===== src/rtl/ifetch_unit.sv =====
// Instruction fetch and PC-sequencing stage.
//
// Holds the PC and fetches one instruction at a time over a req/ack memory port.
// The fetched word is presented to the control decoder as op/func plus the full
// word. When the instruction retires, the PC advances using the decoder's
// brnch/jmp results. A sticky error is raised if a fetch is never acknowledged.
//
// Ports:
//   clk, rst_n          clock (rising edge), asynchronous active-low reset
//   imem_req/imem_addr  fetch request and address (address is the PC)
//   imem_rdata/imem_ack instruction word and accept/data-valid strobe
//   instr, op, func     registered instruction and its decoder fields
//   instr_valid         instr is held for execution
//   stall               hold the current instruction (core not ready to retire)
//   brnch, jmp          branch-taken / jump from the control decoder
//   pc, pc_plus4        current PC and PC + 4
//   retire_cnt          number of retired instructions (wraps)
//   fetch_err           sticky fetch-timeout flag
module ifetch_unit #(
    parameter logic [31:0] RESET_PC = 32'h0000_0000,
    parameter int unsigned TIMEOUT  = 16
) (
    input  logic        clk,
    input  logic        rst_n,
    output logic        imem_req,
    output logic [31:0] imem_addr,
    input  logic [31:0] imem_rdata,
    input  logic        imem_ack,
    output logic [31:0] instr,
    output logic [5:0]  op,
    output logic [5:0]  func,
    output logic        instr_valid,
    input  logic        stall,
    input  logic        brnch,
    input  logic        jmp,
    output logic [31:0] pc,
    output logic [31:0] pc_plus4,
    output logic [31:0] retire_cnt,
    output logic        fetch_err
);

    // Counter must be at least one bit wide even when TIMEOUT is 1.
    localparam int unsigned CntW = (TIMEOUT > 1) ? $clog2(TIMEOUT) : 1;
    localparam logic [CntW-1:0] CntMax = CntW'(TIMEOUT - 1);

    typedef enum logic [1:0] {
        Idle,
        Fetch,
        Exec,
        Err
    } stateT;

    stateT           state;
    logic [CntW-1:0] waitCnt;
    logic [31:0]     nextPc;
    logic [31:0]     branchOff;

    // Request and valid decode straight from state so an asynchronous reset
    // drops them without waiting for a clock edge.
    assign imem_req    = (state == Fetch);
    assign instr_valid = (state == Exec);
    assign imem_addr   = pc;
    assign pc_plus4    = pc + 32'd4;
    assign op          = instr[31:26];
    assign func        = instr[5:0];

    // jmp wins over brnch; the decoder leaves brnch undefined for J.
    always_comb begin
        branchOff = {{14{instr[15]}}, instr[15:0], 2'b00};
        if (jmp) begin
            nextPc = {pc_plus4[31:28], instr[25:0], 2'b00};
        end else if (brnch) begin
            nextPc = pc_plus4 + branchOff;
        end else begin
            nextPc = pc_plus4;
        end
    end

    always_ff @(posedge clk or negedge rst_n) begin
        if (!rst_n) begin
            state      <= Idle;
            pc         <= RESET_PC;
            instr      <= 32'h0;
            retire_cnt <= 32'h0;
            fetch_err  <= 1'b0;
            waitCnt    <= '0;
        end else begin
            unique case (state)
                Idle: begin
                    state <= Fetch;
                end
                Fetch: begin
                    if (imem_ack) begin
                        instr   <= imem_rdata;
                        waitCnt <= '0;
                        state   <= Exec;
                    end else if (waitCnt == CntMax) begin
                        // TIMEOUT cycles without an ack: give up for good.
                        fetch_err <= 1'b1;
                        state     <= Err;
                    end else begin
                        waitCnt <= waitCnt + CntW'(1);
                    end
                end
                Exec: begin
                    if (!stall) begin
                        pc         <= nextPc;
                        retire_cnt <= retire_cnt + 32'd1;
                        state      <= Fetch;
                    end
                end
                Err: begin
                    // Only reset leaves this state.
                    fetch_err <= 1'b1;
                end
                default: begin
                    state <= Idle;
                end
            endcase
        end
    end

endmodule


===== config.mk =====
export PLATFORM = sky130hd
export DESIGN_NAME = ifetch_unit
export DESIGN_NICKNAME = d
export VERILOG_FILES = /design/src/rtl/ifetch_unit.sv
export SDC_FILE = /design/constraint.sdc
export NUM_CORES = 1
export LEC_CHECK = 0
export CORE_UTILIZATION = 30
export DETAILED_ROUTE_END_ITERATION = 8
export GPL_ROUTABILITY_DRIVEN = 0
export PLACE_DENSITY = 0.66
export SKIP_LAST_GASP = 1
export SYNTH_ARGS = -nofsm -noshare
export SYNTH_HDL_FRONTEND = slang
export SYNTH_SLANG_ARGS = --single-unit

===== constraint.sdc =====
create_clock -name clk -period 4.19 [get_ports clk]
set_input_delay 0.6285 -clock clk [delete_from_list [all_inputs] [get_ports clk]]
set_output_delay 0.6285 -clock clk [all_outputs]
set_load 0.03 [all_outputs]

==> out/qor.yml <==
status: "finished, final reports clean"
regToRegSetupSlack_ps: 280
cpPeakStageDelay_ps: 490
worstSetupPathType: "reg -> reg"
cts_root_buf: "clkbuf_16"
synth_area_leaders: "dfrtp_1 (35%), nand2_1 (9.9%), ha_1 (6.7%)"
fin_crit_ps: 3910
avgSynthCellArea_um2: 8.42
rr_worst_depth: 13
worstMarginPinSlew_ps: 749
cp-endpoint: "imem_addr[27]"
switching_share_pct: 46.5
core_um2: 23400
htree_levels: 3
rsz0062_at_grt: "no"
cts_resized: 0
die_w_um: 156
synth_edf_count: 0
cts.sinks: 101
synthFlopType: "dfrtp_1"
skew_ps: 7.63
path_clk_slew_ps: 80
p_sw_mw: 2.27
grt_pass1_wl_um: 36100
syn_inst: 846
finalHoldViolations: 0
clkPwrFrac_pct: 18.3
leakage_nw: 4.21
path_cells: "ha_1, nand2_1, nor2_1, nand2_1, xnor2_1, ha_1, a21o_1, a221o_1, a41oi_4, o21a_1, o21ai_0, mux2i_1, a211oi_1"
yosysUniqueCellTypes: 67
overflow: 0
tns_ps: 0
io_pins: 213
synth_area_um2: 7120
async_reset_ff_share_pct: 100
drt_first_pass_iters: 5
cts_setup_buffers: 0
hpwlAfterDp_um: 17400
holdCritPathClass: "in -> async"
routedWlPerCell_um: 17.3
synth_top_area_share_pct: 35.5
cts.path.max_buffers: 2
grt_pass1_vias: 6445
nNetsFinal: 1080
antenna_found_initial: 1
crit_start: "imem_addr[2]"
io_buffers: 206
combPwrFrac_pct: 53.2
crit_path_top_delay_cell: "dfrtp_1"
synth_common_cells: "nand2_1 (188), dfrtp_1 (101), nor2_1 (57)"
arrival_ps: 4170
yosysMostFrequentCell: "nand2_1"
required_ps: 4460
ant_nets: 0
yosysSeqAreaShare_pct: 35.5
die_area_um2: 24400
initial_core_util_pct: 30.4
cts_tree: "built"
worstSetupStartpointType: "register"
endpoint_kind: "register"
timing.hold.ws_ps: 269
grt.total_usage_pct: 19.2
p_total_mw: 4.89
drive_above_1_share_pct: 5.36
ys_ff_latch: 101
r2r-end: "imem_addr[27]"
final_max_slew_viol_count: 0
fin_crit_sh_pct: 93.2
drv_cap: 0
wirelength_um: 23000
peakVddDrop_v: 0.000194
pwr-share-seq_pct: 28.5
num_rows: 56
max_freq_mhz: 256
grt_max_degree: 55
r2r_start: "imem_addr[2]"
worst-path-max-fanout: 8
cts_hold_buf: 0
slew_headroom_pct: 49.6
synth_top_cell_by_area: "dfrtp_1"
powerDensity_nw_per_um2: 511
drc: 0
syn2layout_area_growth_pct: 34.4
finalSetupViolCount: 0
clock_latency_ps: 370
viasPerCell: 5.01
yosysWarnings: 0
p_int_mw: 2.61
drtIter0Drc: 495
vias: 6658
chipHeight_um: 156
cts_inserted_buffers: 9
worst min path at each step:
| stage | end | slack [ps] | cells past startpoint |
|---|---|---|---|
| floorplan | fetch_err | 330 | 0 |
| global placement | retire_cnt[31] | 470 | 1 |
| detailed placement | fetch_err | 460 | 1 |
| CTS | instr[4] | 310 | 1 |
| global route | instr[4] | 320 | 1 |
| finish | instr[4] | 270 | 1 |
critical path, delay by kind of cell, from the launching register on:
kind                       cells  cell delay (ps)
AOI/OAI and AO/OA              6             1680
xor gates and xnor gates       1              340
adders and majority gates      2              710
DFF                            1              490
muxes                          1              180
and+or+nand+nor                3              410
cell families after synthesis:
group,synth area share (%)
multiplexers,1.14
XOR/XNOR,10.3
other,0.0526
buffers and inverters,7.24
flip-flops,35.5
AND/OR/NAND/NOR,22.6
AO/OA/AOI/OAI,16.2
adder cells (fa/ha/maj),6.96
routing by layer:
| layer | vias up | GRT usage, % | share of wire, % |
|---|---|---|---|
| li1 | 3215 | - | - |
| met1 | 3183 | 24.9 | 44 |
| met2 | 236 | 32.2 | 47 |
| met3 | 24 | 3.25 | 6.4 |
| met4 | 0 | 6.49 | 2.1 |
| met5 | - | 0 | 0 |
state kept, by name, summed over array words and instances, names as in the netlist:
| signal | flops |
|---|---|
| waitCnt | 4 |
| imem_addr | 30 |
| fetch_err | 1 |
| instr | 32 |
| retire_cnt | 32 |
| state | 2 |
power by group through the flow:
stage / logic [mW] / registers, mW / clock network [mW]
2_1_floorplan: 1.47 / 1.63 / 0
3_3_place_gp: 2.57 / 1.40 / 0
3_5_place_dp: 2.59 / 1.41 / 0
4_1_cts: 2.60 / 1.39 / 0.921
5_1_grt: 2.79 / 1.42 / 0.957
6_report: 2.60 / 1.39 / 0.894
layout make-up:
cell class,instances,area [um2]
sequential,101,2530
tap,319,399
inverter,11,41.3
fill,2391,13800
clock buffer,9,225
multi-input combinational,661,4120
antenna,1,2.50
timing repair buffer,219,2170
clock inverter,7,91.3
per-stage QoR:
| step | instance area [um2] | utilization (%) | setup slack, ps | cells |
|---|---|---|---|---|
| after floorplan | 7150 | - | 13.5 | 851 |
| after global placement | 9250 | 39.5 | 306 | 1311 |
| after global routing | 9570 | 40.9 | 54.9 | 1327 |
| final | 9570 | 40.9 | 284 | 1328 |
| after detailed placement | 9250 | 39.5 | 272 | 1311 |
| after CTS | 9560 | 40.9 | 261 | 1327 |
cell usage in the layout, fill, tap and decap left out, drive strengths merged, types with 8 or more instances in the layout:
cell / instances
nand2: 188
nor2: 57
inv: 12
o22ai: 8
o21ai: 49
a21oi: 45
clkbuf: 9
xor2: 30
nand3: 29
dfrtp: 101
clkdlybuf4s50: 205
xnor2: 51
and3: 16
buf: 14
ha: 38
a21o: 15
nor3: 10
nand4: 18
Power figures use the tool's default switching activity.
